`config.mk`:
```
export PLATFORM = sky130hd
export DESIGN_NAME = dm_port_arbiter
export DESIGN_NICKNAME = d
export VERILOG_FILES = /design/src/rtl/dm_arb_pkg.sv /design/src/rtl/dm_arb_perf_cnt.sv /design/src/rtl/dm_port_arbiter.sv
export SDC_FILE = /design/constraint.sdc
export NUM_CORES = 1
export LEC_CHECK = 0
export ABC_AREA = 1
export BUFFER_PORTS_ARGS = -buffer_cell sky130_fd_sc_hd__buf_4
export CORE_AREA = 2 2 98 100
export DETAILED_ROUTE_END_ITERATION = 6
export DIE_AREA = 0 0 100 102
export PLACE_DENSITY = 0.74
export RECOVER_POWER = 50
export SLEW_MARGIN = 10
export SYNTH_ARGS = -nofsm -noshare
export SYNTH_HDL_FRONTEND = slang
export SYNTH_SLANG_ARGS = --single-unit
```
`constraint.sdc`:
```
create_clock -name clk -period 4.1 [get_ports clk]
set_input_delay 0.82 -clock clk [delete_from_list [all_inputs] [get_ports clk]]
set_output_delay 0.82 -clock clk [all_outputs]
set_load 0.005 [all_outputs]
```
`src/rtl/dm_arb_pkg.sv`:
```
// -----------------------------------------------------------------------------
// dm_arb_pkg
// Shared types and constants for the data-memory port arbiter.
//   arb_state_t : arbiter FSM states (IDLE, DBG_BURST)
//   owner_t     : which port drives the DM bus this cycle (none / CPU / debug)
//   WORD_BYTES  : byte lanes per DM word
// -----------------------------------------------------------------------------
package dm_arb_pkg;

    localparam int WORD_BYTES = 4;

    typedef enum logic {
        IDLE      = 1'b0,
        DBG_BURST = 1'b1
    } arb_state_t;

    typedef enum logic [1:0] {
        OWN_NONE = 2'd0,
        OWN_CPU  = 2'd1,
        OWN_DBG  = 2'd2
    } owner_t;

endpackage

```
`src/rtl/dm_arb_perf_cnt.sv`:
```
// -----------------------------------------------------------------------------
// dm_arb_perf_cnt
// Two free-running, wrapping 32-bit event counters for the DM arbiter.
// Only compiled when DM_ARB_PERF_EN is defined; otherwise the file is empty.
// Ports:
//   clk, rst        clock, synchronous active-high reset (clears both counters)
//   cpu_stall       count enable: CPU access held off this cycle
//   dbg_gnt         count enable: debug beat accepted this cycle
//   perf_cpu_stall  cycles with cpu_stall=1
//   perf_dbg_beats  cycles with dbg_gnt=1
// -----------------------------------------------------------------------------
`ifdef DM_ARB_PERF_EN
module dm_arb_perf_cnt (
    input  logic        clk,
    input  logic        rst,
    input  logic        cpu_stall,
    input  logic        dbg_gnt,
    output logic [31:0] perf_cpu_stall,
    output logic [31:0] perf_dbg_beats
);

    always_ff @(posedge clk) begin
        if (rst) begin
            perf_cpu_stall <= '0;
            perf_dbg_beats <= '0;
        end else begin
            if (cpu_stall) perf_cpu_stall <= perf_cpu_stall + 32'd1;
            if (dbg_gnt)   perf_dbg_beats <= perf_dbg_beats + 32'd1;
        end
    end

endmodule
`endif

```
`src/rtl/dm_port_arbiter.sv`:
```
// -----------------------------------------------------------------------------
// dm_port_arbiter
// Shares the single-port, byte-lane data memory between the CPU load/store
// port and a debug/loader port. The CPU wins by default with no added latency;
// the debug port receives bounded bursts, and a starvation counter forces a
// debug grant after STARVE_MAX stalled debug cycles.
//
// Optional feature macro: DM_ARB_PERF_EN (adds perf_cpu_stall/perf_dbg_beats).
//
// Ports:
//   clk, rst                 clock, synchronous active-high reset
//   cpu_req/we/addr/wdata    CPU access request (we=0 means read)
//   cpu_rdata                load data, straight from mem_rdata
//   cpu_stall                CPU access not served this cycle
//   dbg_req/last/we/addr/wdata  debug beat request; last ends the burst
//   dbg_gnt                  debug beat accepted this cycle
//   dbg_rdata, dbg_rvalid    registered debug read data, 1 cycle after grant
//   mem_cs/we/addr/wdata     DM access bus, driven by the granted port
//   mem_rdata                DM combinational read data
//   perf_cpu_stall, perf_dbg_beats  (DM_ARB_PERF_EN only) event counters
// -----------------------------------------------------------------------------
module dm_port_arbiter
    import dm_arb_pkg::*;
#(
    parameter int AW         = 14,
    parameter int BURST_MAX  = 8,
    parameter int STARVE_MAX = 4
) (
    input  logic                  clk,
    input  logic                  rst,
    input  logic                  cpu_req,
    input  logic [WORD_BYTES-1:0] cpu_we,
    input  logic [AW-1:0]         cpu_addr,
    input  logic [31:0]           cpu_wdata,
    output logic [31:0]           cpu_rdata,
    output logic                  cpu_stall,
    input  logic                  dbg_req,
    input  logic                  dbg_last,
    input  logic [WORD_BYTES-1:0] dbg_we,
    input  logic [AW-1:0]         dbg_addr,
    input  logic [31:0]           dbg_wdata,
    output logic                  dbg_gnt,
    output logic [31:0]           dbg_rdata,
    output logic                  dbg_rvalid,
    output logic                  mem_cs,
    output logic [WORD_BYTES-1:0] mem_we,
    output logic [AW-1:0]         mem_addr,
    output logic [31:0]           mem_wdata,
    input  logic [31:0]           mem_rdata
`ifdef DM_ARB_PERF_EN
    ,
    output logic [31:0]           perf_cpu_stall,
    output logic [31:0]           perf_dbg_beats
`endif
);

    localparam int BW = $clog2(BURST_MAX + 1);
    localparam int SW = $clog2(STARVE_MAX + 1);
    localparam logic [BW-1:0] BEAT_LIMIT   = BW'(BURST_MAX);
    localparam logic [SW-1:0] STARVE_LIMIT = SW'(STARVE_MAX);

    arb_state_t    state, state_d;
    logic [BW-1:0] beat_cnt, beat_d;
    logic [SW-1:0] starve_cnt, starve_d;
    owner_t        owner;
    logic          cpu_gnt;

    // Next-state, beat counting and bus ownership.
    always_comb begin
        // NOTE: every variable gets a default first so no path leaves it
        // unassigned; otherwise synthesis infers a latch.
        state_d = state;
        beat_d  = beat_cnt;
        owner   = OWN_NONE;

        unique case (state)
            IDLE: begin
                if (cpu_req && (starve_cnt < STARVE_LIMIT)) begin
                    owner = OWN_CPU;
                end else if (dbg_req) begin
                    owner = OWN_DBG;
                    // A single-beat grant never leaves IDLE.
                    if (!dbg_last && (BURST_MAX > 1)) begin
                        state_d = DBG_BURST;
                        beat_d  = BW'(1);
                    end
                end
            end
            DBG_BURST: begin
                if (dbg_req) begin
                    owner  = OWN_DBG;
                    beat_d = beat_cnt + 1'b1;
                    if (dbg_last || (beat_d == BEAT_LIMIT)) begin
                        state_d = IDLE;
                        beat_d  = '0;
                    end
                end else begin
                    // Burst abandoned: hand the bus back without a grant.
                    state_d = IDLE;
                    beat_d  = '0;
                end
            end
            default: begin
                state_d = IDLE;
                beat_d  = '0;
            end
        endcase

        // Nobody touches DM during reset, so no write can commit.
        if (rst) owner = OWN_NONE;
    end

    assign cpu_gnt   = (owner == OWN_CPU);
    assign dbg_gnt   = (owner == OWN_DBG);
    assign mem_cs    = cpu_gnt | dbg_gnt;
    assign cpu_stall = cpu_req & ~cpu_gnt & ~rst;
    assign cpu_rdata = mem_rdata;

    // Starvation guard: counts stalled debug cycles, saturating, cleared by
    // any debug grant.
    always_comb begin
        starve_d = starve_cnt;
        if (dbg_gnt) begin
            starve_d = '0;
        end else if (dbg_req && (starve_cnt < STARVE_LIMIT)) begin
            starve_d = starve_cnt + 1'b1;
        end
    end

    // DM bus mux.
    always_comb begin
        mem_we    = '0;
        mem_addr  = '0;
        mem_wdata = '0;
        unique case (owner)
            OWN_CPU: begin
                mem_we    = cpu_we;
                mem_addr  = cpu_addr;
                mem_wdata = cpu_wdata;
            end
            OWN_DBG: begin
                mem_we    = dbg_we;
                mem_addr  = dbg_addr;
                mem_wdata = dbg_wdata;
            end
            default: ;
        endcase
    end

    // NOTE: sequential state uses non-blocking assignments so every register
    // samples the pre-edge values regardless of statement order.
    always_ff @(posedge clk) begin
        if (rst) begin
            state      <= IDLE;
            beat_cnt   <= '0;
            starve_cnt <= '0;
            dbg_rvalid <= 1'b0;
            dbg_rdata  <= '0;
        end else begin
            state      <= state_d;
            beat_cnt   <= beat_d;
            starve_cnt <= starve_d;
            dbg_rvalid <= dbg_gnt && (dbg_we == '0);
            if (dbg_gnt && (dbg_we == '0)) dbg_rdata <= mem_rdata;
        end
    end

`ifdef DM_ARB_PERF_EN
    dm_arb_perf_cnt u_perf (
        .clk            (clk),
        .rst            (rst),
        .cpu_stall      (cpu_stall),
        .dbg_gnt        (dbg_gnt),
        .perf_cpu_stall (perf_cpu_stall),
        .perf_dbg_beats (perf_dbg_beats)
    );
`endif

endmodule

```
== Yosys cells after proc, flatten, opt, wreduce, memory -nomap -nowiden ==
Index checks and enable logic that the tools add are counted.
Word-level totals
  register bits: 41
  input bits: 137
  output and inout port bits: 118
  logic and storage cells: 46
Cells by class
  add/sub/neg operators: 2
  order comparisons: 1
  equal/unequal tests: 6
  muxes and demuxes: 19
  bitwise gates (word level): 6
  reduce and logical (&&, ||, !) cells: 7
Operator list (number)
  $pmux W32 S2: 1
  $pmux W14 S2: 1
  $mux W4: 5
  $pmux W4 S2: 2
  $mux W2: 3
  $ne A2 B2 Y1 const B: 3
  $mux W1: 5
  $add A4 B1 Y4 const B: 1
  $eq A4 B4 Y1 const B: 1
  $logic_not A4 Y1: 1
  $pmux W2 S2: 1
  $add A3 B1 Y3 const B: 1
  $logic_and A1 B1 Y1: 3
  $lt A3 B3 Y1 const B: 1
  $not A1 Y1: 3
  $reduce_and A3 Y1: 1
  $and A1 B1 Y1: 2
  $eq A2 B1 Y1 const B: 1
  $eq A2 B2 Y1 const B: 1
  $pmux W1 S2: 1
  $reduce_or A2 Y1: 1
  $logic_or A1 B1 Y1: 1
  $or A1 B1 Y1: 1

== Longest topological paths before layout ==
  depth after elaboration: 9
  depth in mapped cells: 13

== Least setup slack after synthesis ==
OpenSTA, ideal clock, no wires.
  path type: input to output
  from: in rst
  to: out mem_cs
  data arrival time: 2.153 ns
  required time: 3.280 ns
  path slack: 1.127 ns
  cell stages on the path: 9
  path buffers: 4
  cells stage by stage: buf_2 -> inv_1 -> clkbuf_2 -> nand3_1 -> inv_1 -> ha_1 -> clkbuf_1 -> clkbuf_1 -> inv_1
Between the ends
  cells in the longest elaborated chain, start to end: 3
  elaborated cells on any way between the ends: 4
Ends and longest elaborated chain
  start, declared: RTL line dm_port_arbiter.sv:30  | input logic rst,
  $mux W2 *: RTL line dm_port_arbiter.sv:110  | if (rst) owner = OWN_NONE;
  $eq A2 B1 Y1 / $eq A2 B2 Y1 (equally long branches): RTL line dm_port_arbiter.sv:113, dm_port_arbiter.sv:114
  $or A1 B1 Y1 *: RTL line dm_port_arbiter.sv:115  | assign mem_cs = cpu_gnt | dbg_gnt;
  end, declared: RTL line dm_port_arbiter.sv:45  | output logic mem_cs,
Mark *: on every way between the ends. The rest lies on a longest branch, timed or not.

== Worst setup path after layout ==
  from: in cpu_req
  to: out mem_wdata[26]
Between the ends
  cells in the longest elaborated chain, start to end: 6
  elaborated cells on any way between the ends: 7
Ends and longest elaborated chain
  start, declared: RTL line dm_port_arbiter.sv:31  | input logic cpu_req,
  $logic_and A1 B1 Y1 *: RTL line dm_port_arbiter.sv:78  | if (cpu_req && (starve_cnt < STARVE_LIMIT)) begin
  $mux W2 *: RTL line dm_port_arbiter.sv:78
  $pmux W2 S2 *: RTL line dm_port_arbiter.sv:76  | unique case (state)
  $mux W2 *: RTL line dm_port_arbiter.sv:110
  $eq A2 B2 Y1 / $eq A2 B1 Y1 (equally long branches): RTL line dm_port_arbiter.sv:135  | unique case (owner)
  $pmux W32 S2 *: RTL line dm_port_arbiter.sv:135
  end, declared: RTL line dm_port_arbiter.sv:48  | output logic [31:0] mem_wdata,
Marked as above.

==> results.ini <==
[status]
status=complete, no violations

[drt]
drcViolationCount=0
wl_per_cell_um=13.6
via_per_inst=4.67
drt_iter0_markers=106
wl_um=9980
final_antenna_net_count=0
via_count=3415
detail_route.first_pass.iterations=4

[die]
die_w_um=100
core_um2=9110
die_area_um2=10200
pin_count=255
start_util_pct=29.0
rows=35
die_y_um=102

[clock_network]
ctsHoldBuffers=0
htreeDepth=2
cts_setup_buffers=0
clkTransAtPathRegs_ns=0.07
cts_buffers=5
cts.sinks=41
clock_path_buffers=2
cts_resized=0
cts-root-buf=clkbuf_8
clk_latency_ns=0.28
cts_tree=built

[logic_synthesis]
yosys-mux-area-fraction_pct=0
avgSynthCellArea_um2=6.35
yosysSeqAreaShare_pct=31.1
synth_fa_ha_area_share_pct=2.37
netlist_instances=416
synth_compound_area_share_pct=23.3
synthXorXnorAreaFrac_pct=0
yosys.area.top_type=dfxtp_1
synth_top_family_by_area=compound AO/OA/AOI/OAI gates
yosys.area_share.simple_pct=20.8
syn-num-nets=558
synth.top_cell.area_share_pct=31.1
synth_cell_types=18
synth_area_leaders=dfxtp_1 (31%), a21oi_1 (17%), nand2_1 (16%), buf_4 (9.4%), inv_1 (7.0%)
ys_ff_latch=41
yosys_warnings=0
synth_area_um2=2640

[cells_and_area]
fin_area_um2=4370
stdcell_count=732
drive_gt1_share_pct=40.7
n_antenna_cell=0
utilization_pct=48.0
syn_to_final_growth_pct=65.4
final_nets=763

[sta]
fmax_mhz=292
period_minus_slack_ns=3.42
slew_violations=0
max_slew_margin_pct=32.4
finalHoldViolations=0
rsz0062_at_grt=no
worstMarginPinSlew_ns=1.01
fin_tns_setup_ns=0
setup_violations=0
skew_ns=0.00409
layout_setup_ws_ns=0.680
holdWs_ns=0.446
fin_crit_sh_pct=83.4

[placed_design]
pre_cts_ws_ns=0.794
dp.cells=725
dp_hpwl_um=8170
place.gp.congestion=0.941
io_buffers=254
placed_area_um2=4330

[setup_path]
cp_top_family=buffers and inverters
worstPathMaxFanout=41
r2r_slack_ns=1.28
crit_arrival_ns=2.60
crit_start=cpu_req
start_kind=input port
worst-path-stages=10
crit_path_max_incr_delay_ns=0.52
slowest_stage=ha_1
critical_path_class=in -> out
r2r_cells=12
crit_chain=clkbuf_4, nand2_1, nor2_1, inv_1, nor2_1, inv_1, ha_1, buf_4, a21oi_1, buf_4
cp-end-kind=output pin
crit_end=mem_wdata[26]
crit_buf_inv=5
worstPathRequired_ns=3.28
r2r_end=dbg_rdata[13]
r2r_start=starve_cnt[2]

[power]
power_density_nw_per_um2=224
vdd_drop_max_v=0.000157
leakagePower_nw=2.03
power_mw=0.978

[grt]
grt_pass1_vias=3211
antenna_found_initial=0
grt_use_total_pct=18.0
grt_max_degree=61
grt_pass1_wl_um=14800
grt-ovfl-total=0

[job]
maxCapViolCount=0

[worst_hold_path]
min_from=dbg_rdata[12]
hold_class=reg -> reg

==> registers in the layout, summed over array words and instances, names as in the netlist <==
name	flops
dbg_rdata	32
beat_cnt	4
starve_cnt	3
dbg_rvalid	1
state	1
==> routing by layer <==
| layer | vias to the layer above | global-route usage, % | part of all wire (%) |
|---|---|---|---|
| li1 | 1694 | - | - |
| met1 | 1523 | 19.9 | 37 |
| met2 | 178 | 33.2 | 51 |
| met3 | 20 | 4.79 | 9.5 |
| met4 | 0 | 6.64 | 2.5 |
| met5 | - | 0 | 0 |
==> report_power, final <==
group / internal (mW) / switching [mW]
Sequential: 0.403 / 0.00368
Clock: 0.177 / 0.131
Combinational: 0.148 / 0.115
Total: 0.728 / 0.250
==> Yosys cell counts <==
library cell / count
inv_1: 49
a21oi_1: 88
clkbuf_1: 7
nand3_1: 8
nand2_1: 114
nor3_4: 1
o21ai_1: 20
clkbuf_2: 1
buf_4: 33
buf_6: 5
ha_1: 5
buf_2: 15
o21ai_0: 15
nand3_2: 1
nand4_1: 1
nor2_1: 11
nor3b_1: 1
dfxtp_1: 41
==> tightest hold or removal path: stages (launching register included) <==
cell     delay [ns]
dfxtp_1        0.31
inv_1          0.05
a21oi_1        0.05
==> kinds of logic (layout without fill, tap and decap cells) <==
family,after synthesis,count (layout)
buffers and inverters,110,315
adder cells (fa/ha/maj),5,5
flip-flops,41,41
AND/OR/NAND/NOR,137,137
AO/OA/AOI/OAI,123,123
==> final cells by class <==
cell class                 count  area (um2)
clock buffer                   5        68.8
clock inverter                 2        35.0
fill                         929        4740
multi-input combinational    265        1220
inverter                      49         184
timing repair buffer         259        1900
sequential                    41         821
tap                          111         139
==> cells in the final DEF, fill, tap and decap left out, drive strengths merged <==
master / netlist / final
o21ai: 35 / 35
clkbuf: 8 / 72
nor3: 1 / 1
nand2: 114 / 114
a21oi: 88 / 88
bufinv: 0 / 1
nor3b: 1 / 1
nand4: 1 / 1
buf: 53 / 192
clkinv: 0 / 1
nand3: 9 / 9
inv: 49 / 49
nor2: 11 / 11
ha: 5 / 5
dfxtp: 41 / 41
==> worst min-delay path by stage <==
stage | slack [ns] | depth (start not counted) | to
after floorplan | 0.44 | 2 | dbg_rdata[7]
after global placement | 0.43 | 2 | dbg_rdata[11]
after detailed placement | 0.44 | 2 | dbg_rdata[24]
after CTS | 0.45 | 2 | dbg_rdata[24]
after global routing | 0.47 | 2 | dbg_rdata[13]
final | 0.45 | 2 | dbg_rdata[12]
Note: power is estimated with default switching activity, not from simulation.
